===== src/rtl/slurm16_memory_arbiter.sv =====
// Two-master (CPU priority, DMA starvation-protected) arbiter onto a single-port
// synchronous RAM with 1-cycle read latency and per-master read-data hold registers.
module slurm16_memory_arbiter #(
    parameter int BITS          = 16,
    parameter int ADDRESS_BITS  = 16,
    parameter int CPU_MAX_BURST = 4
) (
    input  logic                    CLK,
    input  logic                    RSTb,

    input  logic [ADDRESS_BITS-1:0] cpu_address,
    input  logic [BITS-1:0]         cpu_wr_data,
    input  logic                    cpu_valid,
    input  logic                    cpu_wr,
    output logic                    cpu_ready,
    output logic [BITS-1:0]         cpu_rd_data,

    input  logic [ADDRESS_BITS-1:0] dma_address,
    input  logic [BITS-1:0]         dma_wr_data,
    input  logic                    dma_valid,
    input  logic                    dma_wr,
    output logic                    dma_ready,
    output logic [BITS-1:0]         dma_rd_data,

    output logic [ADDRESS_BITS-1:0] mem_address,
    output logic [BITS-1:0]         mem_wr_data,
    output logic                    mem_wr_en,
    input  logic [BITS-1:0]         mem_rd_data
);

    localparam int CNT_W = (CPU_MAX_BURST < 1) ? 1 : $clog2(CPU_MAX_BURST + 1);
    localparam logic [CNT_W-1:0] MAX_CNT = CNT_W'(CPU_MAX_BURST);

    logic [CNT_W-1:0] starve_cnt;
    logic             dma_wins;
    logic             grant_cpu;
    logic             grant_dma;
    logic             rd_tag_cpu;
    logic             rd_tag_dma;
    logic [BITS-1:0]  cpu_hold;
    logic [BITS-1:0]  dma_hold;

    // A zero burst limit means the DMA wins every contested cycle.
    generate
        if (CPU_MAX_BURST == 0) begin : g_no_burst
            assign dma_wins = 1'b1;
        end else begin : g_burst
            assign dma_wins = (starve_cnt >= MAX_CNT);
        end
    endgenerate

    always_comb begin
        grant_dma = RSTb && dma_valid && (!cpu_valid || dma_wins);
        grant_cpu = RSTb && cpu_valid && !(dma_valid && dma_wins);
    end

    assign cpu_ready   = grant_cpu;
    assign dma_ready   = grant_dma;
    assign mem_address = grant_dma ? dma_address : cpu_address;
    assign mem_wr_data = grant_dma ? dma_wr_data : cpu_wr_data;
    assign mem_wr_en   = (grant_cpu && cpu_wr) || (grant_dma && dma_wr);

    // Read return stage: the tag marks whose data the RAM presents this cycle.
    assign cpu_rd_data = rd_tag_cpu ? mem_rd_data : cpu_hold;
    assign dma_rd_data = rd_tag_dma ? mem_rd_data : dma_hold;

    always_ff @(posedge CLK) begin
        if (!RSTb) begin
            starve_cnt <= '0;
            rd_tag_cpu <= 1'b0;
            rd_tag_dma <= 1'b0;
            cpu_hold   <= '0;
            dma_hold   <= '0;
        end else begin
            if (grant_cpu && dma_valid) begin
                if (starve_cnt < MAX_CNT)
                    starve_cnt <= starve_cnt + CNT_W'(1);
            end else begin
                starve_cnt <= '0;
            end
            rd_tag_cpu <= grant_cpu && !cpu_wr;
            rd_tag_dma <= grant_dma && !dma_wr;
            if (rd_tag_cpu)
                cpu_hold <= mem_rd_data;
            if (rd_tag_dma)
                dma_hold <= mem_rd_data;
        end
    end

endmodule

===== config.mk =====
export PLATFORM = sky130hd
export DESIGN_NAME = slurm16_memory_arbiter
export DESIGN_NICKNAME = d
export VERILOG_FILES = /design/src/rtl/slurm16_memory_arbiter.sv
export SDC_FILE = /design/constraint.sdc
export NUM_CORES = 1
export LEC_CHECK = 0
export CAP_MARGIN = 0
export CORE_MARGIN = 4
export CORE_UTILIZATION = 40
export CTS_CLUSTER_SIZE = 16
export DETAILED_ROUTE_END_ITERATION = 8
export DONT_BUFFER_PORTS = 1
export GPL_ROUTABILITY_DRIVEN = 0
export HOLD_SLACK_MARGIN = 0.08
export PLACE_DENSITY = 0.64
export SYNTH_ARGS = -nofsm -noshare
export SYNTH_HDL_FRONTEND = slang
export SYNTH_SLANG_ARGS = --single-unit

===== constraint.sdc =====
create_clock -name CLK -period 4.1 [get_ports CLK]
set_input_delay 0.82 -clock CLK [delete_from_list [all_inputs] [get_ports CLK]]
set_output_delay 0.82 -clock CLK [all_outputs]
set_load 0.03 [all_outputs]

==> flow_metrics.env <==
export IMPL_status="finished, final reports clean"
export IMPL_synth_top_family_by_area="multiplexers"
export IMPL_grt_antenna_before_repair=0
export IMPL_leakage_nw=0.872
export IMPL_routedWlPerCell_um=21.5
export IMPL_seqPwrFrac_pct=47.3
export IMPL_pwr_share_clk_pct=32.1
export IMPL_port_buffers=0
export IMPL_yosysUniqueCellTypes=19
export IMPL_clk_latency_ps=280
export IMPL_synthSimpleGateAreaFrac_pct=14.5
export IMPL_reg2reg_slack_ps=2420
export IMPL_cts_sinks=37
export IMPL_total_power_uw=794
export IMPL_grt_pass1_vias=1218
export IMPL_routed_wl_um=4810
export IMPL_hold_buffers=0
export IMPL_crit_start="cpu_valid"
export IMPL_clock_skew_ps=3.10
export IMPL_hold_violations=0
export IMPL_syn_area_um2=1990
export IMPL_instances_no_fill=224
export IMPL_dpl_worst_slack_ps=990
export IMPL_first_pass_iters=4
export IMPL_antenna_left=0
export IMPL_syn2layout_area_growth_pct=3.40
export IMPL_syn_nets=246
export IMPL_power_switching_uw=248
export IMPL_diodes=0
export IMPL_drv_cap=0
export IMPL_drc=0
export IMPL_ir_worst_vdd_uv=184
export IMPL_worst_r2r_cell_count=2
export IMPL_power_density_nw_per_um2=386
export IMPL_post_cts_setup_buffer_count=0
export IMPL_dpl_cell_count=216
export IMPL_synth_compound_area_share_pct=0.441
export IMPL_syn_inst=159
export IMPL_cts_max_level=2
export IMPL_synthMuxAreaShare_pct=41.4
export IMPL_grt_pass1_wl_um=6660
export IMPL_tightest_slew_ps=805
export IMPL_synth_xor_area_share_pct=0
export IMPL_ys_seq_area_share_pct=37.3
export IMPL_dieArea_um2=6160
export IMPL_cts_tree="built"
export IMPL_ys_warn_count=0
export IMPL_endpoint="mem_address[13]"
export IMPL_gr_usage_all_layers_pct=14.2
export IMPL_start_util_pct=41.8
export IMPL_pin_count=153
export IMPL_vias=1154
export IMPL_end_kind="output pin"
export IMPL_fin_tns_setup_ps=0
export IMPL_clk_path_buf_depth=2
export IMPL_fin_crit_sh_pct=76.0
export IMPL_power_frac_comb_pct=20.6
export IMPL_path_class="in -> out"
export IMPL_avgSynthCellArea_um2=12.5
export IMPL_internal_power_uw=545
export IMPL_grt_overflow=0
export IMPL_period_minus_slack_ps=3120
export IMPL_cts_buffers=5
export IMPL_relSlewSlack_pct=46.2
export IMPL_hold_path_class="reg -> reg"
export IMPL_cts_root_buf="clkbuf_8"
export IMPL_die_h_um=78.5
export IMPL_p_sw_share_pct=31.3
export IMPL_avgViaCountPerCell=5.15
export IMPL_core_area_um2=4750
export IMPL_rows=25
export IMPL_crit_fanout=20
export IMPL_grt_max_degree=36
export IMPL_hpwl_um=3920
export IMPL_rr_startpoint="rd_tag_cpu"
export IMPL_fmax_ghz=0.321
export IMPL_yosys_area_share_adder_pct=0.630
export IMPL_rsz0062_at_grt="false"
export IMPL_final_setup_viol_count=0
export IMPL_drive_gt1_share_pct=50.3
export IMPL_drt_initial_drc_count=21
export IMPL_die_w_um=78.5
export IMPL_fin_ws_ps=982
export IMPL_clkTransAtPathRegs_ps=80
export IMPL_synth_seq_cells=37
export IMPL_layout_nets=243
export IMPL_arrival_ps=2300
export IMPL_reg2reg_to="cpu_hold[7]"
export IMPL_critPathRequiredTime_ps=3280
export IMPL_slew_violations=0
export IMPL_cts_resized=0
export IMPL_startpoint_type="input pin"
[worst min-delay path by stage]
stage / start / to / depth (start not counted)
3_3_place_gp: starve_cnt[0] / starve_cnt[0] / 1
4_1_cts: starve_cnt[0] / starve_cnt[0] / 1
2_1_floorplan: starve_cnt[0] / starve_cnt[0] / 1
6_report: starve_cnt[0] / starve_cnt[0] / 1
5_1_grt: starve_cnt[0] / starve_cnt[0] / 1
3_5_place_dp: starve_cnt[0] / starve_cnt[0] / 1
[worst max-delay path, stage by stage]
cell and delay, ps:
nand2b_4 50, nor2b_4 560, buf_4 450, mux2_4 400
[cells by family after synthesis]
kind of cell,count (synthesis)
muxes,64
DFF,37
and+or+nand+nor,45
adders and majority gates,1
AOI/OAI and AO/OA,1
buffers and inverters,11
[metal layers]
metal | share of wire, % | vias up | track usage, %
met2 | 54 | 62 | 25.3
met4 | 0.91 | 0 | 3.67
met1 | 37 | 554 | 15.7
met5 | 0 | - | 0
li1 | - | 531 | -
met3 | 8.1 | 7 | 5.39
[registers in the layout (all words and copies together) (netlist names)]
| register | count |
|---|---|
| dma_hold | 16 |
| rd_tag_cpu | 1 |
| cpu_hold | 16 |
| starve_cnt | 3 |
| rd_tag_dma | 1 |
[power groups by stage]
stage          clock network (mW)  logic (mW)  registers, mW
2_1_floorplan                   0       0.166          0.379
3_3_place_gp                    0       0.162          0.384
3_5_place_dp                    0       0.164          0.384
4_1_cts                     0.266       0.165          0.376
5_1_grt                     0.283       0.169          0.377
6_report                    0.255       0.164          0.375
[cell type report]
type / instances / area (um2)
clock inverter: 3 / 21.3
tap: 67 / 83.8
timing repair buffer: 1 / 7.51
clock buffer: 5 / 68.8
sequential: 37 / 741
fill: 470 / 2700
multi-input combinational: 111 / 1130
[synthesized netlist by cell type (all sizes together)]
| master | instances | area [um2] |
|---|---|---|
| and2 | 34 | 215 |
| and3 | 1 | 7.51 |
| buf | 8 | 103 |
| clkbuf | 3 | 11.3 |
| dfxtp | 37 | 741 |
| ha | 1 | 12.5 |
| mux2 | 64 | 822 |
| nand2 | 4 | 17.5 |
| nand2b | 1 | 13.8 |
| nor2 | 1 | 3.75 |
| nor2b | 3 | 26.3 |
| nor3 | 1 | 5.00 |
| o2bb2ai | 1 | 8.76 |
[through the flow]
stage                     utilization, %  hold WS, ps  cell area, um2
after detailed placement            41.3          445            1960
final                               43.2          447            2050
after floorplan                        -          405            1990
after global routing                43.2          472            2050
after global placement              41.3          426            1960
after CTS                           43.2          456            2050
[layout by cell type (no fill, tap or decap), types with 2 or more instances in the layout]
cell and instances:
mux2_2 37, dfxtp_1 37, and2_1 32, mux2_4 27, clkbuf_8 5, nand2_1 3, nor2b_1 2, and2_2 2
Power figures use the tool's default switching activity.
